## src/rtl/fetch_stage.sv

```systemverilog
// Instruction-fetch stage with IF/ID pipeline register for the 16-bit pipelined CPU.
// Holds the PC, applies control-unit redirects/flushes, and freezes on the halt opcode.
module fetch_stage #(
    parameter int unsigned     PC_W     = 16,
    parameter logic [PC_W-1:0] RESET_PC = '0
) (
    input  logic            clk,
    input  logic            rst_n,
    input  logic            stall,
    input  logic [1:0]      pc_src,
    input  logic            flush,
    input  logic [PC_W-1:0] branch_target,
    input  logic [PC_W-1:0] jump_target,
    output logic [PC_W-1:0] imem_addr,
    input  logic [15:0]     imem_data,
    output logic [15:0]     if_id_instr,
    output logic [PC_W-1:0] if_id_pc_plus2,
    output logic            if_id_valid,
    output logic            halted,
    output logic [15:0]     fetch_count
);

    typedef enum logic [1:0] {
        SRC_BRANCH = 2'b00,
        SRC_SEQ    = 2'b01,
        SRC_JUMP   = 2'b10,
        SRC_HOLD   = 2'b11
    } pc_src_e;

    localparam logic [PC_W-1:0] ALIGN_MASK = ~PC_W'(1);

    pc_src_e         src;
    logic [PC_W-1:0] pc_q, pc_d, pc_plus2;
    logic [15:0]     if_id_instr_q, if_id_instr_d;
    logic [PC_W-1:0] if_id_pc_plus2_q, if_id_pc_plus2_d;
    logic            if_id_valid_q, if_id_valid_d;
    logic            halted_q, halted_d;
    logic [15:0]     fetch_count_q, fetch_count_d;

    always_comb begin
        src              = pc_src_e'(pc_src);
        pc_plus2         = pc_q + PC_W'(2);
        pc_d             = pc_q;
        if_id_instr_d    = if_id_instr_q;
        if_id_pc_plus2_d = if_id_pc_plus2_q;
        if_id_valid_d    = if_id_valid_q;
        fetch_count_d    = fetch_count_q;
        // Only a real instruction can halt; bubbles carry opcode 0 but are ignored.
        halted_d         = halted_q | (if_id_valid_q & (if_id_instr_q[15:12] == 4'd0));

        if (!halted_q && !stall) begin
            unique case (src)
                SRC_JUMP:   pc_d = jump_target & ALIGN_MASK;
                SRC_BRANCH: pc_d = branch_target & ALIGN_MASK;
                SRC_SEQ:    pc_d = pc_plus2;
                SRC_HOLD:   pc_d = pc_q;
                default:    pc_d = pc_q;
            endcase

            if (flush || src == SRC_JUMP) begin
                if_id_instr_d    = '0;
                if_id_pc_plus2_d = '0;
                if_id_valid_d    = 1'b0;
            end else begin
                if_id_instr_d    = imem_data;
                if_id_pc_plus2_d = pc_plus2;
                if_id_valid_d    = 1'b1;
                if (fetch_count_q != '1) begin
                    fetch_count_d = fetch_count_q + 16'd1;
                end
            end
        end
    end

    always_ff @(posedge clk or negedge rst_n) begin
        if (!rst_n) begin
            pc_q             <= RESET_PC;
            if_id_instr_q    <= '0;
            if_id_pc_plus2_q <= '0;
            if_id_valid_q    <= 1'b0;
            halted_q         <= 1'b0;
            fetch_count_q    <= '0;
        end else begin
            pc_q             <= pc_d;
            if_id_instr_q    <= if_id_instr_d;
            if_id_pc_plus2_q <= if_id_pc_plus2_d;
            if_id_valid_q    <= if_id_valid_d;
            halted_q         <= halted_d;
            fetch_count_q    <= fetch_count_d;
        end
    end

    assign imem_addr      = pc_q;
    assign if_id_instr    = if_id_instr_q;
    assign if_id_pc_plus2 = if_id_pc_plus2_q;
    assign if_id_valid    = if_id_valid_q;
    assign halted         = halted_q;
    assign fetch_count    = fetch_count_q;

endmodule

```

## config.mk

```make
export PLATFORM = sky130hd
export DESIGN_NAME = fetch_stage
export DESIGN_NICKNAME = d
export VERILOG_FILES = /design/src/rtl/fetch_stage.sv
export SDC_FILE = /design/constraint.sdc
export NUM_CORES = 1
export LEC_CHECK = 0
export CORE_MARGIN = 1
export CORE_UTILIZATION = 64
export CTS_CLUSTER_SIZE = 20
export DETAILED_ROUTE_END_ITERATION = 8
export DONT_BUFFER_PORTS = 1
export PLACE_DENSITY = 0.8
export RECOVER_POWER = 25
export SETUP_SLACK_MARGIN = 0.15
export SLEW_MARGIN = 20
export SYNTH_ARGS = -nofsm -noshare
export SYNTH_HDL_FRONTEND = slang
export SYNTH_SLANG_ARGS = --single-unit
```

## constraint.sdc

```tcl
create_clock -name clk -period 5.1 [get_ports clk]
set_clock_uncertainty 0.1 [all_clocks]
set_input_delay 1.02 -clock clk [delete_from_list [all_inputs] [get_ports clk]]
set_output_delay 1.02 -clock clk [all_outputs]
set_load 0.01 [all_outputs]
```

==> results.tsv <==
metric	value	unit
Yosys reg bits	64	
GR peak layer	met2	
core area	5110	um^2
# fillers	407	
post-detail-place hpwl	5090	um
P per Cell Area	399	nW/um^2
P_leak	1.57	nW
Via density	6.49	
Worst Setup Path Type	in -> reg	
drt wl/cell	18.6	um
fin. max-slew vios	0	
Post-CTS Setup Repair Bufs	0	
register area share after synthesis	47.4	%
Slowest-stage cell, CP	nand2_1	
crit end category	flop	
area delta synth->final	5.03	%
Worst path max stage delay	0.50	ns
Final nets	387	
hold_ws	0.267	ns
initial antenna violation count	0	
TritonCTS clock tree	done	
Required @ worst endpoint	5.23	ns
antenna viol nets, final	0	
# rows	26	
Gate Count Post-Synth	344	
dpl cells	390	
share of post-route cells with drive strength above 1	8.66	%
DRC	0	
GPL Wtd Cong	0.788	
Maximum Capacitance Violations	0	
endpoints failing hold	0	
EDFF count, synth	0	
Worst EP arrival	2.69	ns
predominant post-synthesis flop cell	dfrtp_1	
Vias	2628	
hold buffers post-CTS	0	
DRT Pass-1 Iters	4	
Max Freq	390	MHz
post-synthesis cell type count	52	
pin count of the biggest net entering global routing	65	
die area	5580	um^2
Placed Area	3350	um^2
YS warnings	0	
Avg Inst Size Synth	9.83	um^2
cts repair resizes	0	
CP max FO	17	
clk buf depth	2	
dominant cells by area after synthesis	dfrtp_1, a22o_1, nand2_1, xnor2_1, o21ai_0	
RSZ-0062 raised after global routing	false	
Final Cycle Share	50.3	%
drt first-iter violations	223	
status	completed	
CTS Sinks	64	
Period minus WS final	2.56	ns
asr flop ratio synth	100	%
M2 GR Usage	39.8	%
Final Power	1.42	mW
area leader, netlist	dfrtp_1	
GRT Total Usage	28.3	%
first-pass GRT wire length	11700	um
Die Span Y	74.7	um
met3 usage	12.2	%
Die X	74.7	um
clock root cell	clkbuf_8	
met1 usage	39.3	%
commonest non-fill, non-tap cell in the layout	dfrtp_1	
# port buffers	0	
fin area	3550	um^2
Initial Util	66.2	%
Hold Path Class	in -> async	
most frequent cells in the layout	dfrtp_1, nand2_1, nor2_1	
maximum VDD drop	0.266	mV
CP Launch Type	input port	
Worst slew margin	36.8	%
post-synth top area share	47.4	%
post-synth design cell area	3380	um^2
I/O pins	120	
drt total wl	7520	um
Setup-failing EPs final	0	
total CTS buffers	9	
clk slew on worst S/H paths	0.07	ns
clock latency on the worst-skew pair	0.34	ns
cell breakdown of the critical path	nor3_1 -> nand2_1 -> a31oi_1 -> mux2_2	
CTS H-tree lvls	3	
vias in the first global route	2386	
diode count	0	
non-filler cells, final	405	
setup TNS	0	ns
actual slew at the worst max-slew pin	0.945	ns
overflow left after global routing	0	
==> cell families (layout without fill, tap and decap cells) <==
family	count (synthesis)	count (layout)	share of synthesized area, %
AO/OA/AOI/OAI	88	88	18.6
buffers and inverters	35	25	4.85
flip-flops	64	64	47.4
other	1	2	0.111
XOR/XNOR	24	24	6.22
multiplexers	11	11	3.37
adder cells (fa/ha/maj)	2	2	0.740
AND/OR/NAND/NOR	119	119	18.7
==> synthesized netlist by cell type (5+ instances only) <==
cell and count:
dfrtp_1 64, a31oi_1 5, buf_2 8, o22ai_1 11, a22o_1 18, xnor2_1 13
inv_1 10, o21ai_0 21, and4_1 5, clkbuf_1 11, nand3_1 10, nand2_1 31
mux2i_1 8, nand4_1 9, nor3_1 8, xor2_1 11, a21oi_1 8, and3_1 10
nor2_1 24
==> worst max-delay path, delay by kind of cell <==
| kind | cells | cell delay [ns] |
|---|---|---|
| AND/OR/NAND/NOR | 2 | 0.91 |
| AO/OA/AOI/OAI | 1 | 0.39 |
| multiplexers | 1 | 0.37 |
==> flip-flops by register name, summed over array words and instances, names as in the netlist <==
name	cells
fetch_count	16
if_id_pc_plus2	15
if_id_instr	16
imem_addr	15
halted	1
if_id_valid	1
==> stage by stage <==
| stage | setup slack, ns | utilization [%] |
|---|---|---|
| finish | 2.54 | 69.5 |
| global route | 2.40 | 69.5 |
| CTS | 2.57 | 69.5 |
| detailed placement | 2.20 | 65.5 |
| global placement | 2.23 | 65.5 |
| floorplan | 2.75 | - |
==> cell type report <==
class | instances | area (um^2) | share of cell area (%)
clock buffers | 11 | 151 | 4.26
clock inverters | 4 | 53.8 | 1.51
well taps | 70 | 87.6 | 2.47
flip-flops and latches | 64 | 1600 | 45.1
inverters | 10 | 37.5 | 1.06
multi-input cells | 246 | 1620 | 45.6
==> worst paths after layout <==
path | startpoint | endpoint | slack (ns) | cells after the start
max reg2reg | halted | fetch_count[1] | 2.78 | 4
min reg2reg | if_id_pc_plus2[10] | if_id_pc_plus2[10] | 0.45 | 2
max in group asynchronous | rst_n | imem_addr[2] | 4.51 | 0
min | rst_n | fetch_count[9] | 0.27 | 0
min in group clk | if_id_pc_plus2[10] | if_id_pc_plus2[10] | 0.45 | 2
max | flush | fetch_count[1] | 2.54 | 4
==> where the power goes <==
part / internal, mW / switching (mW)
clock network: 0.250 / 0.196
logic: 0.0927 / 0.0667
registers: 0.635 / 0.176
total: 0.978 / 0.439
==> per-layer routing <==
metal | wire length [um] | up-vias
li1 | - | 1232
met1 | 3190 | 1256
met3 | 766 | 6
met4 | 75 | 0
met2 | 3490 | 134
met5 | 0 | -
No activity file was read; power rests on OpenSTA's default activity.
